`src/rtl/mac_sequencer_pkg.sv`:
```
// Shared fixed-point format and sequencer state encoding for the MAC front end.
package mac_sequencer_pkg;

    localparam int Q_INT  = 8;
    localparam int Q_FRAC = 8;
    localparam int Q_SIZE = Q_INT + Q_FRAC;

    typedef logic signed [Q_INT-1:-Q_FRAC] fixed_t;

    typedef enum logic [2:0] {
        IDLE,
        ACCUM,
        WAIT,
        CAPT,
        OUT
    } seq_state_t;

endpackage

```
`src/rtl/mac_sequencer.sv`:
```
// Streams (x, w) pairs into an external MAC, then reads back the final
// accumulator, applies the activation and hands one result downstream.
module mac_sequencer
    import mac_sequencer_pkg::*;
#(
    parameter int MAX_LEN  = 256,
    parameter bit ACT_RELU = 1'b0,
    localparam int CNT_W   = $clog2(MAX_LEN + 1)
) (
    input  logic             clk,
    input  logic             rst,
    input  logic             in_valid,
    output logic             in_ready,
    input  fixed_t           in_x,
    input  fixed_t           in_w,
    input  logic             in_last,
    output fixed_t           mac_x,
    output fixed_t           mac_w,
    output logic             mac_acc_loopback,
    output logic             mac_acc_update,
    input  fixed_t           mac_acc,
    output logic             out_valid,
    input  logic             out_ready,
    output fixed_t           out_data,
    output logic [CNT_W-1:0] out_count,
    output logic             out_trunc
);

    seq_state_t       state;
    logic [CNT_W-1:0] cnt;
    logic [CNT_W-1:0] cnt_inc;
    logic             limit_hit;
    logic             accept;
    logic             at_limit;
    logic             vec_end;

    function automatic fixed_t activate(input fixed_t a);
        if (ACT_RELU && a[Q_INT-1]) begin
            return '0;
        end
        return a;
    endfunction

    assign accept   = in_valid && in_ready;
    assign cnt_inc  = cnt + CNT_W'(1);
    assign at_limit = (cnt_inc == CNT_W'(MAX_LEN));
    assign vec_end  = in_last || at_limit;

    always_ff @(posedge clk) begin
        if (rst) begin
            state            <= IDLE;
            cnt              <= '0;
            limit_hit        <= 1'b0;
            in_ready         <= 1'b0;
            mac_x            <= '0;
            mac_w            <= '0;
            mac_acc_loopback <= 1'b0;
            mac_acc_update   <= 1'b0;
            out_valid        <= 1'b0;
            out_data         <= '0;
            out_count        <= '0;
            out_trunc        <= 1'b0;
        end else begin
            // Operand stage: the MAC sees the pair one edge after acceptance.
            mac_acc_update <= accept;
            if (accept) begin
                mac_x            <= in_x;
                mac_w            <= in_w;
                mac_acc_loopback <= (cnt != '0);
            end

            case (state)
                IDLE, ACCUM: begin
                    if (accept) begin
                        cnt       <= cnt_inc;
                        limit_hit <= at_limit && !in_last;
                        if (vec_end) begin
                            state    <= WAIT;
                            in_ready <= 1'b0;
                        end else begin
                            state    <= ACCUM;
                            in_ready <= 1'b1;
                        end
                    end else begin
                        in_ready <= 1'b1;
                    end
                end
                // Final update is still being written into the MAC accumulator.
                WAIT: begin
                    state    <= CAPT;
                    in_ready <= 1'b0;
                end
                CAPT: begin
                    out_data  <= activate(mac_acc);
                    out_count <= cnt;
                    out_trunc <= limit_hit;
                    out_valid <= 1'b1;
                    state     <= OUT;
                end
                OUT: begin
                    if (out_ready) begin
                        out_valid <= 1'b0;
                        cnt       <= '0;
                        state     <= IDLE;
                        in_ready  <= 1'b1;
                    end
                end
                default: begin
                    state    <= IDLE;
                    in_ready <= 1'b0;
                end
            endcase
        end
    end

endmodule

```
`config.mk`:
```
export PLATFORM = sky130hd
export DESIGN_NAME = mac_sequencer
export DESIGN_NICKNAME = d
export VERILOG_FILES = /design/src/rtl/mac_sequencer_pkg.sv /design/src/rtl/mac_sequencer.sv
export SDC_FILE = /design/constraint.sdc
export NUM_CORES = 1
export LEC_CHECK = 0
export ABC_AREA = 1
export CORE_AREA = 5 5 93 95
export DETAILED_ROUTE_END_ITERATION = 16
export DIE_AREA = 0 0 98 100
export GPL_TIMING_DRIVEN = 1
export MAX_ROUTING_LAYER = met4
export PLACE_DENSITY = 0.76
export SETUP_SLACK_MARGIN = 0.3
export SLEW_MARGIN = 10
export SYNTH_ARGS = -nofsm -noshare
export SYNTH_HDL_FRONTEND = slang
export SYNTH_SLANG_ARGS = --single-unit
```
`constraint.sdc`:
```
create_clock -name clk -period 1.4 [get_ports clk]
set_input_delay 0.35 -clock clk [delete_from_list [all_inputs] [get_ports clk]]
set_output_delay 0.35 -clock clk [all_outputs]
set_load 0.01 [all_outputs]
```
==> Word-level counts from Yosys, hierarchy flattened <==
Cells that the tools add are included.
W data, S select, Z words.
{ "totals": {"regBits": 75, "in_bits": 53, "output_inout_bits": 62, "elab_cells": 48} }
{ "op_classes": {"add_sub_neg": 1, "n_eq_ne": 7, "mux": 13, "bitwise_logic": 1, "n_reduce_logical": 14} }
{ "ops": {"columns": ["op", "n"], "rows": [
  ["$mux W9", 2],
  ["$pmux W9 S2", 1],
  ["$pmux W3 S4", 1],
  ["$add A9 B1 Y9 const B", 1],
  ["$eq A9 B9 Y1 const B", 1],
  ["$reduce_bool A9 Y1", 1],
  ["$reduce_and A2 Y1", 4],
  ["$eq A3 B2 Y1 const B", 2],
  ["$mux W3", 2],
  ["$mux W1", 4],
  ["$ne A2 B2 Y1 const B", 2],
  ["$reduce_bool A2 Y1", 2],
  ["$eq A3 B1 Y1 const B", 1],
  ["$eq A3 B3 Y1 const B", 1],
  ["$logic_not A3 Y1", 1],
  ["$pmux W1 S3", 1],
  ["$reduce_and A3 Y1", 1],
  ["$logic_and A1 B1 Y1", 2],
  ["$mux W2", 1],
  ["$pmux W1 S2", 1],
  ["$reduce_or A2 Y1", 1],
  ["$logic_not A1 Y1", 1],
  ["$logic_or A1 B1 Y1", 1],
  ["$not A1 Y1", 1]
]} }

==> Logic depth before layout (Yosys ltp) <==
{ "depth": {"ltp_word": 6, "depth_mapped": 11, "ltp_nobuf": 11} }

==> Worst setup path after synthesis <==
No wires, ideal clock.
{ "synth_timing": {"path_type": "flip-flop to flip-flop", "start": "register cnt[0]", "end": "register state[0]", "setup_ps": 121, "t_arrival_ps": 1282, "t_required_ps": 1279, "setup_slack_ps": -3, "stages_incl_launch_ff": 10, "n_path_buf": 0, "period_less_slack_ps": 1403, "path_cell_list": "dfxtp_1 -> ha_1 -> nand2_2 -> o21bai_4 -> nor2_2 -> inv_1 -> nor2_2 -> nand2_1 -> nand3_2 -> a21oi_1"} }
{ "synth_between": {"elab_chain_cells": 6} }
{ "synth_lines": {"columns": ["element", "line_no", "rtl"], "rows": [
  ["start, declared", "mac_sequencer.sv:30", "logic [CNT_W-1:0] cnt;"],
  ["start signal, assigned", "mac_sequencer.sv:75", "cnt <= cnt_inc;"],
  ["$add A9 B1 Y9", "mac_sequencer.sv:45", "assign cnt_inc = cnt + CNT_W'(1);"],
  ["$eq A9 B9 Y1", "mac_sequencer.sv:46", "assign at_limit = (cnt_inc == CNT_W'(MAX_LEN));"],
  ["$logic_or A1 B1 Y1", "mac_sequencer.sv:47", "assign vec_end = in_last || at_limit;"],
  ["$mux W2", "mac_sequencer.sv:77", "if (vec_end) begin"],
  ["$mux W3", "mac_sequencer.sv:74", "if (accept) begin"],
  ["$pmux W3 S4", "mac_sequencer.sv:72", "case (state)"],
  ["end signal, assigned", "mac_sequencer.sv:51", "state <= IDLE;"],
  ["end signal, assigned", "mac_sequencer.sv:78", "state <= WAIT;"],
  ["end signal, assigned", "mac_sequencer.sv:81", "state <= ACCUM;"],
  ["end, declared", "mac_sequencer.sv:29", "seq_state_t state;"]
]} }
Every way passes these cells. The select of a mux whose other input is x is not followed.
A chain may end at the register's enable or synchronous reset.

==> Worst setup path in the final report <==
{ "layout_timing": {"start": "register cnt[1]", "end": "register state[0]"} }
Same word-level chain as after synthesis.

==> metrics.yaml <==
worst_setup_path:
  critical_path.cell_chain: "ha_4, nand2_4, nor2_1, nand3_1, nand2_1, nand2_1, nor2_2, nand2_1, nand3_2, a21oi_1"
  setup.worst_path.end_class: "register"
  reg2regPathDepth: 10
  crit_slowest_cell: "dfxtp_4"
  path_delay_family: "simple AND/OR/NAND/NOR gates"
  worst_setup_path_start_kind: "register"
  cp.required_ns: 1.64
  path_depth: 10
  cp_num_buf_inv: 0
  crit_type: "reg2reg"
  slowest_delay_ns: 0.38
  critPathArrivalTime_ns: 1.71
  crit_path_max_fanout: 4
  crit_path_frequent_cell: "nand2_1"
timing:
  rsz0062_at_grt: "yes"
  skew_ns: 0.00469
  worstMarginPinSlew_ns: 0.274
  slew_violations: 0
  fin_crit_sh: 1.05
  fmax_mhz: 679
  finalCriticalPeriod_ns: 1.47
  hold_violations: 0
  fin_ws_ns: -0.0735
  setup_violations: 4
  slew_headroom: 0.816
global_route:
  grt_pass1_vias: 2912
  grt_overflow: 0
  antenna_found_initial: 0
  grt_pass1_wl_microns: 13800
  grt_max_degree: 44
  track_usage: 0.179
placed_design:
  place.gp.congestion: 0.797
  dp_hpwl_microns: 5940
  port_buffers: 114
  pre_cts_slack_ns: -0.162
yosys:
  syn_area_per_cell_sq_um: 7.55
  seq_area_frac_synth: 0.519
  synth_area_sq_mm: 0.00289
  synth_mux_area_frac: 0
  postSynth.asyncResetShare: 0
  synth_edf_count: 0
  synth_compound_area_frac: 0.169
  ys.flop_type: "dfxtp_1"
  synth_cell_types: 26
  synthSimpleGateAreaFrac: 0.247
  synthesis.nets: 438
  synth_fa_ha_area_frac: 0.00865
  yosysMostFrequentCell: "nor2_1"
  yosys_warnings: 0
  yosys-top-cells-area: "dfxtp_1, nor2_1, o21ai_0, nand2_1, a21oi_1"
  post-synth-top-area-fraction: 0.519
  synth_top_family_by_area: "simple AND/OR/NAND/NOR gates"
  synthCells: 383
  synth_top_area_cell: "dfxtp_1"
  synthTopCellsByCount: "nor2_1, dfxtp_1, o21ai_0"
  synth_xor_area_frac: 0
  ys_ff_latch: 75
cts:
  root_buffer: "clkbuf_8"
  clk_latency_ns: 0.35
  hold_buffers: 0
  max-clock-path-buffers: 2
  clock_sinks: 75
  cts_tree: "yes"
  htreeDepth: 3
  numCtsBuffers: 9
  clk_pin_slew_ns: 0.07
die:
  die_h_microns: 100
  die_width_microns: 98
  top_level_ports: 115
  rows: 32
  die_area_sq_mm: 0.00980
  core_area_sq_mm: 0.00765
  start_util: 0.378
final_layout:
  final_net_count: 604
  synthToLayoutAreaGrowth_pct: 87.5
  final_layout_size_suffix_gt1_frac: 0.528
  insertedDiodeCount: 0
power:
  leakage_nw: 2.30
  power_density_mw_per_mm2: 959
  vdd_drop_max_mv: 0.557
  total_power_mw: 5.20
drt:
  first_pass_iters: 4
  antenna_left: 0
  drt_iter0_drc: 167
  wl_per_cell_microns: 16.9
  vias: 3301
  via_per_inst: 5.04
  drc: 0
  wirelength_microns: 11000
worst_hold_path:
  hold_depth: 4
  min_path_type: "in2reg"
status:
  violations: "negative setup slack"
  status: "finished with violations"
run:
  max_cap_viol_count: 0
[registers in the layout (all words and copies together), names as in the netlist]
register          flops
state                 3
cnt                   9
mac_acc_loopback      1
out_count             9
mac_w                16
out_trunc             1
limit_hit             1
mac_x                16
mac_acc_update        1
in_ready              1
out_data             16
out_valid             1
[path summary, 6_finish.rpt]
| path | startpoint | end | slack (ns) |
|---|---|---|---|
| worst max register to register | cnt[1]$_SDFFE_PP0P_ | state[0]$_SDFFE_PP0P_ | -0.07 |
| worst min register to register | out_valid$_SDFFE_PP0P_ | out_valid$_SDFFE_PP0P_ | 0.48 |
| worst max-delay path | cnt[1]$_SDFFE_PP0P_ | state[0]$_SDFFE_PP0P_ | -0.07 |
| worst min-delay path | in_valid | mac_acc_update$_SDFF_PP0_ | 0.47 |
[placed cells by master, fill, tap and decap left out, types with 3 or more instances in the layout]
cell type / netlist / final
dfxtp_1: 75 / 4
nand2_2: 4 / 11
dfxtp_2: 0 / 67
a21oi_1: 21 / 10
o21ai_2: 0 / 22
clkdlybuf4s50_1: 0 / 51
nor2_2: 3 / 5
nand2_1: 35 / 22
nand2_4: 0 / 4
dfxtp_4: 0 / 4
inv_4: 0 / 5
clkbuf_16: 0 / 4
o21ai_1: 1 / 16
buf_6: 0 / 74
inv_2: 9 / 5
buf_4: 0 / 35
nand3_1: 11 / 8
inv_1: 15 / 12
a21oi_2: 1 / 12
nor2_4: 1 / 3
buf_12: 0 / 5
nor2_1: 109 / 105
nand3_2: 2 / 4
clkinv_2: 0 / 4
clkbuf_8: 0 / 9
o21ai_0: 64 / 25
[cell families after synthesis]
logic type	Yosys count
AO/OA/AOI/OAI	92
adder cells (fa/ha/maj)	2
buffers and inverters	43
flip-flops	75
AND/OR/NAND/NOR	171
[what timing repair did]
action	CTS	global route
gates resized for setup	401	131
gates cloned	1	7
buffers inserted	13	20
endpoints found under the setup margin	118	133
pin swaps	12	35
[per-stage QoR]
| step | TNS (ns) | cells | cell area (sq um) | utilization | hold slack (ns) |
|---|---|---|---|---|---|
| final | -0.231 | 655 | 5420 | 0.709 | 0.466 |
| after global placement | -3.18 | 599 | 4270 | 0.559 | 0.453 |
| after floorplan | 0 | 383 | 2930 | - | 0.450 |
| after CTS | 0 | 628 | 4800 | 0.627 | 0.471 |
| after global routing | -0.592 | 655 | 5420 | 0.709 | 0.459 |
| after detailed placement | -4.17 | 599 | 4270 | 0.559 | 0.455 |
[where the power goes]
part           internal (mW)  switching, mW  total (mW)
clock                  0.800          0.793        1.59
sequential              2.30          0.117        2.41
combinational          0.662          0.532        1.19
total                   3.76           1.44        5.20
[final cells by class]
type / instances / area [sq um]
inverters: 24 / 125
clock inverters: 6 / 57.6
repair buffers: 173 / 1850
flip-flops and latches: 75 / 1600
clock buffers: 9 / 124
repair inverters: 1 / 6.26
well taps: 102 / 128
fillers: 537 / 2220
multi-input cells: 265 / 1530
[worst min-delay path, cell delays in order]
cell            delay, ns
dlymetal6s2s_1       0.14
nand2_2              0.12
buf_4                0.13
nor2_1               0.04
[metal layers]
metal  vias to the layer above  track usage  wire [microns]
met1                      1550        0.210            4270
met4                         0       0.0767             286
li1                       1576            -               -
met5                         -            -               0
met3                        25       0.0605             769
met2                       150        0.281            5720
Note: power is estimated with default switching activity, not from simulation.
